`src/rtl/map_scanner.sv`:
```
// map_scanner: walks map memory 0..MAP_CELLS-1 and streams one cell per beat.
// Ports: m_clock/p_reset, scan_go/hold in; mem_rd/mem_addr/mem_data memory;
// map_block/now/in_do stream; scan_busy/scan_done/start_pos/goal_pos/map_err.
module map_scanner #(
  parameter int MAP_CELLS = 256,
  parameter int ADDR_W    = 8
) (
  input  logic              m_clock,
  input  logic              p_reset,
  input  logic              scan_go,
  input  logic              hold,
  output logic              mem_rd,
  output logic [ADDR_W-1:0] mem_addr,
  input  logic [7:0]        mem_data,
  output logic [7:0]        map_block,
  output logic [ADDR_W-1:0] now,
  output logic              in_do,
  output logic              scan_busy,
  output logic              scan_done,
  output logic [ADDR_W-1:0] start_pos,
  output logic [ADDR_W-1:0] goal_pos,
  output logic              map_err
);

  localparam logic [2:0] S_IDLE    = 3'd0;
  localparam logic [2:0] S_FETCH   = 3'd1;
  localparam logic [2:0] S_CAPTURE = 3'd2;
  localparam logic [2:0] S_EMIT    = 3'd3;
  localparam logic [2:0] S_DONE    = 3'd4;

  localparam logic [ADDR_W-1:0] LAST = ADDR_W'(MAP_CELLS - 1);

  localparam logic [7:0] MK_START = 8'h7F;
  localparam logic [7:0] MK_GOAL  = 8'h00;

  logic [2:0]        state_q, state_d;
  logic [ADDR_W-1:0] addr_q, addr_d;
  logic [7:0]        map_block_q, map_block_d;
  logic [ADDR_W-1:0] now_q, now_d;
  logic [1:0]        start_cnt_q, start_cnt_d;
  logic [1:0]        goal_cnt_q, goal_cnt_d;
  logic [ADDR_W-1:0] start_pos_q, start_pos_d;
  logic [ADDR_W-1:0] goal_pos_q, goal_pos_d;
  logic              map_err_q, map_err_d;

  always_comb begin
    state_d     = state_q;
    addr_d      = addr_q;
    map_block_d = map_block_q;
    now_d       = now_q;
    start_cnt_d = start_cnt_q;
    goal_cnt_d  = goal_cnt_q;
    start_pos_d = start_pos_q;
    goal_pos_d  = goal_pos_q;
    map_err_d   = map_err_q;
    unique case (state_q)
      S_IDLE: begin
        if (scan_go) begin
          addr_d      = '0;
          start_cnt_d = '0;
          goal_cnt_d  = '0;
          start_pos_d = '0;
          goal_pos_d  = '0;
          map_err_d   = 1'b0;
          state_d     = S_FETCH;
        end
      end
      S_FETCH: state_d = S_CAPTURE;
      S_CAPTURE: begin
        map_block_d = mem_data;
        now_d       = addr_q;
        state_d     = S_EMIT;
      end
      S_EMIT: begin
        if (!hold) begin
          // First marker wins the position; counters saturate at 3
          if (map_block_q == MK_START) begin
            if (start_cnt_q == 2'd0) start_pos_d = now_q;
            if (start_cnt_q != 2'd3) start_cnt_d = start_cnt_q + 2'd1;
          end
          if (map_block_q == MK_GOAL) begin
            if (goal_cnt_q == 2'd0) goal_pos_d = now_q;
            if (goal_cnt_q != 2'd3) goal_cnt_d = goal_cnt_q + 2'd1;
          end
          if (addr_q == LAST) begin
            state_d = S_DONE;
          end else begin
            addr_d  = addr_q + ADDR_W'(1);
            state_d = S_FETCH;
          end
        end
      end
      S_DONE: begin
        map_err_d = !(start_cnt_q == 2'd1 && goal_cnt_q == 2'd1);
        state_d   = S_IDLE;
      end
      default: state_d = S_IDLE;
    endcase
  end

  always_ff @(posedge m_clock) begin
    if (p_reset) begin
      state_q     <= S_IDLE;
      addr_q      <= '0;
      map_block_q <= '0;
      now_q       <= '0;
      start_cnt_q <= '0;
      goal_cnt_q  <= '0;
      start_pos_q <= '0;
      goal_pos_q  <= '0;
      map_err_q   <= 1'b0;
    end else begin
      state_q     <= state_d;
      addr_q      <= addr_d;
      map_block_q <= map_block_d;
      now_q       <= now_d;
      start_cnt_q <= start_cnt_d;
      goal_cnt_q  <= goal_cnt_d;
      start_pos_q <= start_pos_d;
      goal_pos_q  <= goal_pos_d;
      map_err_q   <= map_err_d;
    end
  end

  assign mem_rd    = (state_q == S_FETCH);
  assign mem_addr  = addr_q;
  assign map_block = map_block_q;
  assign now       = now_q;
  assign in_do     = (state_q == S_EMIT) && !hold;
  assign scan_busy = (state_q != S_IDLE);
  assign scan_done = (state_q == S_DONE);
  assign start_pos = start_pos_q;
  assign goal_pos  = goal_pos_q;
  assign map_err   = map_err_q;

endmodule

```
`config.mk`:
```
export PLATFORM = sky130hd
export DESIGN_NAME = map_scanner
export DESIGN_NICKNAME = d
export VERILOG_FILES = /design/src/rtl/map_scanner.sv
export SDC_FILE = /design/constraint.sdc
export NUM_CORES = 1
export LEC_CHECK = 0
export CAP_MARGIN = 40
export CORE_MARGIN = 3
export CORE_UTILIZATION = 40
export DETAILED_ROUTE_END_ITERATION = 6
export PLACE_DENSITY = 0.77
export SLEW_MARGIN = 20
export SYNTH_ARGS = -nofsm -noshare
export SYNTH_HDL_FRONTEND = slang
export SYNTH_SLANG_ARGS = --single-unit
```
`constraint.sdc`:
```
create_clock -name m_clock -period 2.1 [get_ports m_clock]
set_clock_uncertainty 0.2 [all_clocks]
set_input_delay 0.315 -clock m_clock [delete_from_list [all_inputs] [get_ports m_clock]]
set_output_delay 0.315 -clock m_clock [all_outputs]
set_load 0.01 [all_outputs]
```
Word level (Yosys, flattened, before mapping)
Cells that the tools add are included.
{ "totals": {"ff_bits": 48, "in_bits": 12, "output_inout_bits": 45, "elab_cells": 76} }
{ "op_classes": {"n_addsub": 3, "n_eq_ne": 19, "mux": 27, "n_reduce_logical": 18} }
{ "op_table": {"columns": ["op", "n"], "rows": [
  ["$mux 8", 9],
  ["$pmux 8 s2", 3],
  ["$ne 2x2->1 const B", 11],
  ["$reduce_and 5->1", 4],
  ["$mux 2", 7],
  ["$pmux 3 s4", 1],
  ["$mux 3", 3],
  ["$add 8x1->8 const B", 1],
  ["$eq 8x7->1 const B", 1],
  ["$eq 8x8->1 const B", 1],
  ["$logic_not 8->1", 1],
  ["$pmux 2 s2", 2],
  ["$eq 3x2->1 const B", 2],
  ["$add 2x1->2 const B", 2],
  ["$eq 2x1->1 const B", 2],
  ["$logic_not 2->1", 2],
  ["$reduce_and 2->1", 2],
  ["$reduce_and 4->1", 1],
  ["$reduce_bool 2->1", 2],
  ["$eq 3x1->1 const B", 1],
  ["$eq 3x3->1 const B", 1],
  ["$logic_not 3->1", 1],
  ["$reduce_bool 3->1", 1],
  ["$logic_and 1x1->1", 2],
  ["other kinds (3)", 4]
]} }

Logic depth before layout (Yosys ltp)
{ "depth": {"depth_word": 5, "depth_mapped": 7, "depth_no_buf": 6} }

Least setup slack after synthesis
Ideal clock, no wire load.
{ "synth_path": {"path_type": "register to register", "start": "reg addr_q[0] (netlist: mem_addr[0])", "end": "reg addr_q[3] (netlist: mem_addr[3])", "setup_ns": 0.074, "arrival_time_ns": 1.467, "required_ns": 1.826, "setup_slack_ns": 0.359, "path_stages_with_launch": 6, "n_path_buf": 0, "cell_sequence": "dfxtp_1 -> ha_1 -> nand4_1 -> nor2_1 -> or4_1 -> a31oi_1"} }
{ "synth_via": {"elab_chain_cells": 4} }
{ "synth_rtl": {"columns": ["item", "line", "source"], "rows": [
  ["from (decl)", "37", "logic [ADDR_W-1:0] addr_q, addr_d;"],
  ["from (signal assigned)", "114", "addr_q <= addr_d;"],
  ["$add 8x1->8", "88", "addr_d = addr_q + ADDR_W'(1);"],
  ["$mux 8", "85", "if (addr_q == LAST) begin"],
  ["$mux 8", "75", "if (!hold) begin"],
  ["$pmux 8 s2", "56", "unique case (state_q)"]
]} }
Parallel ways exist; a longest one is shown, timed or not. The select of a mux whose other input is x is not followed.
A chain may end at the register's enable or synchronous reset.

Final worst setup path
{ "layout_path": {"start": "reg state_q[0]", "end": "out scan_done"} }
{ "layout_via": {"elab_chain_cells": 1} }
{ "layout_rtl": {"columns": ["item", "line", "source"], "rows": [
  ["from (decl)", "36", "logic [2:0] state_q, state_d;"],
  ["from (signal assigned)", "113", "state_q <= state_d;"],
  ["$eq 3x3->1", "131", "assign scan_done = (state_q == S_DONE);"],
  ["to (decl)", "19", "output logic scan_done,"]
]} }
Every way passes these cells.

==> flow_metrics.tcl <==
set metrics [dict create \
    drtIter0Drc 122 \
    synth_edf_count 0 \
    post-route-util 0.5824 \
    outcome "finished, final reports clean" \
    hold_depth 2 \
    worstSetupPathType "register to output pin" \
    synth-seq-area-share 0.4310 \
    ys_seq_elements 48 \
    final_area_um2 3050 \
    layout-drive-gt1-share 0.1044 \
    clk_pin_slew_ns 0.08 \
    numCtsBuffers 5 \
    synth_cell_types 41 \
    grt_start_max_net_pins 28 \
    synthArstFlopShare 0 \
    antenna_cells 0 \
    cts_tree "done" \
    port_buffers 56 \
    period_needed_ns 2.028 \
    cts.sinks 48 \
    num_vias 1973 \
    p_sw_frac 0.2309 \
    place_area_um2 2914 \
    worstHoldPathType "register to register" \
    maxSlewViolCount 0 \
    synth_area_leaders "dfxtp_1, mux2i_1, nand2_1, nand2b_1, a21oi_1" \
    instances_no_fill 386 \
    drv_cap 0 \
    grt_pass1_vias 1894 \
    maxSlewHeadroom 0.6207 \
    ctsLongestPathBuffers 2 \
    synth_common_cells "nand2_1, dfxtp_1, a21oi_1, mux2i_1, nand2b_1" \
    cp_cell_sequence "nor2_2 -> and2_1 -> clkdlybuf4s50_1" \
    dieWidth_um 80.66 \
    p_int_w 0.001528 \
    synth.top_cell.area_share 0.4310 \
    arrival_ns 1.51 \
    ff2ff_path_depth 5 \
    p_leak_nw 1.099 \
    via_per_inst 5.111 \
    setup_viol 0 \
    ir_drop_uv 457.2 \
    globalplace.congestion 0.8858 \
    synth_most_common_cell "nand2_1" \
    cts_root_buffer "clkbuf_8" \
    clk_latency_ns 0.29 \
    initial_utilization 0.4257 \
    nNetsFinal 335 \
    finalHoldViolCount 0 \
    fp.dieH_um 80.66 \
    yosys_warnings 0 \
    wire_per_inst_um 13.79 \
    end_kind "output pin" \
    synth_top_area_cell "dfxtp_1" \
    overflow 0 \
    syn_nets 274 \
    synth_ff_type "dfxtp_1" \
    period_share 0.9657 \
    critPathLaunchType "register" \
    routed_wirelength_mm 5.323 \
    slowest_stage "clkdlybuf4s50_1" \
    core_um2 5238 \
    die_area_um2 6506 \
    area_growth_syn_to_layout_pct 36.81 \
    combPwrFrac 0.135 \
    postRouteAntennaNets 0 \
    clockPowerShare 0.386 \
    htree_levels 2 \
    num_rows 26 \
    antenna_found_initial 0 \
    power_frac_seq 0.479 \
    netlist_area_um2 2230 \
    ios 57 \
    cts_setup_buffers 0 \
    cp_max_fo 8 \
    synthCells 255 \
    powerDensity_nw_per_um2 651.5 \
    r2r_end "state_q[0]" \
    drc 0 \
    r2r_start "mem_addr[0]" \
    dpl.hpwl_mm 3.964 \
    fmax_mhz 493.1 \
    tightest_slew_ns 0.5637 \
    dr.pass1.iters 4 \
    rrSetupSlack_ns 0.15 \
    critPathMaxStageDelay_ns 0.55 \
    hold_buffers 0 \
    dp.cells 379 \
    grt_first_pass_wirelength_mm 8.797 \
    hp-start "goal_pos[4]" \
    min_to "goal_pos[4]" \
    track_usage 0.1703 \
    cp.required_ns 1.58 \
    power_switching_w 0.0004589 \
    avgSynthCellArea_um2 8.744 \
]
[state kept, by name (all words and copies together), names as in the netlist]
register / flops
state_q: 3
goal_cnt_q: 2
now: 8
goal_pos: 8
mem_addr: 8
map_err: 1
map_block: 8
start_pos: 8
start_cnt_q: 2
[cell families (layout without fill, tap and decap cells)]
kind of cell / after synthesis / count (layout) / synth area share
buf+inv: 24 / 85 / 0.04657
simple gates: 109 / 109 / 0.2548
mux: 20 / 20 / 0.08979
compound gates: 47 / 47 / 0.1386
flops: 48 / 48 / 0.4310
fa+ha+maj: 7 / 7 / 0.03928
[power by group through the flow]
stage	logic (W)	registers, W	clock network (W)
final	0.000269	0.000952	0.000766
after global routing	0.000290	0.000955	0.000812
after CTS	0.000270	0.000951	0.000777
after detailed placement	0.000268	0.000970	0
after global placement	0.000265	0.000970	0
after floorplan	0.000159	0.000966	0
[what timing repair did]
| item | in CTS | in global routing |
|---|---|---|
| gates resized for setup | 3 | 3 |
| pin swaps | 0 | 0 |
| endpoints found under the setup margin | 3 | 2 |
| hold endpoints to repair | 0 | 0 |
[per-stage QoR]
| step | TNS [ns] | total power [W] | hold WS, ns | worst slack [ns] |
|---|---|---|---|---|
| 2_1_floorplan | 0 | 0.001124 | 0.2510 | 0.3588 |
| 3_3_place_gp | -0.03075 | 0.001235 | 0.2620 | -0.03075 |
| 3_5_place_dp | -0.03970 | 0.001238 | 0.2690 | -0.03970 |
| 4_1_cts | 0 | 0.001997 | 0.2814 | 0.02639 |
| 5_1_grt | -0.005465 | 0.002057 | 0.3027 | -0.005465 |
| 6_report | 0 | 0.001987 | 0.2757 | 0.07207 |
[how the worst max path moves through the flow]
| stage | startpoint | endpoint | slack, ns | depth (start not counted) |
|---|---|---|---|---|
| floorplan | mem_addr[0] | mem_addr[3] | 0.36 | 5 |
| global placement | hold | in_do | -0.03 | 4 |
| detailed placement | hold | in_do | -0.04 | 4 |
| CTS | state_q[0] | scan_done | 0.03 | 3 |
| global route | state_q[0] | scan_done | -0.005 | 3 |
| finish | state_q[0] | scan_done | 0.07 | 3 |
[worst max-delay path, delay by kind of cell (launching register included)]
family	cells	cell delay [ns]
and+or+nand+nor	2	0.29
buffers and inverters	1	0.55
DFF	1	0.38
[cell type report]
type / instances / area [um2]
Fill cell: 489 / 2187
Multi-Input combinational cell: 183 / 1170
Sequential cell: 48 / 964.7
Timing Repair Buffer: 68 / 661.9
Tap cell: 70 / 87.58
Clock buffer: 5 / 68.82
Clock inverter: 2 / 60.06
Inverter: 10 / 37.54
[metal layers]
| metal | up-vias | global-route usage | part of all wire |
|---|---|---|---|
| li1 | 1000 | - | - |
| met1 | 923 | 0.2166 | 0.46 |
| met2 | 46 | 0.2873 | 0.48 |
| met3 | 4 | 0.04260 | 0.050 |
| met4 | 0 | 0.04223 | 0.011 |
| met5 | - | 0 | 0 |
[placed cells by master, fill, tap and decap left out, drive strengths merged]
cell	Yosys	final
clkbuf	8	5
nand3b	1	1
mux2i	20	20
nand3	5	5
or4	1	1
a41oi	2	2
nand4	2	2
ha	7	7
dfxtp	48	48
clkdlybuf4s50	0	55
nor3	5	5
or2	1	1
bufinv	0	2
nor2	10	10
o31ai	1	1
inv	10	10
nand2b	20	20
a21oi	21	21
o21ai	7	7
a211oi	3	3
and2	2	2
nand2	50	50
nor3b	1	1
nor4	4	4
a31oi	5	5
buf	6	12
and3	2	2
nand4bb	1	1
a21o	2	2
dlygate4sd2	0	1
a22oi	2	2
nand4b	1	1
o211ai	3	3
o21bai	1	1
or3	3	3
(Power assumes the default switching activity.)
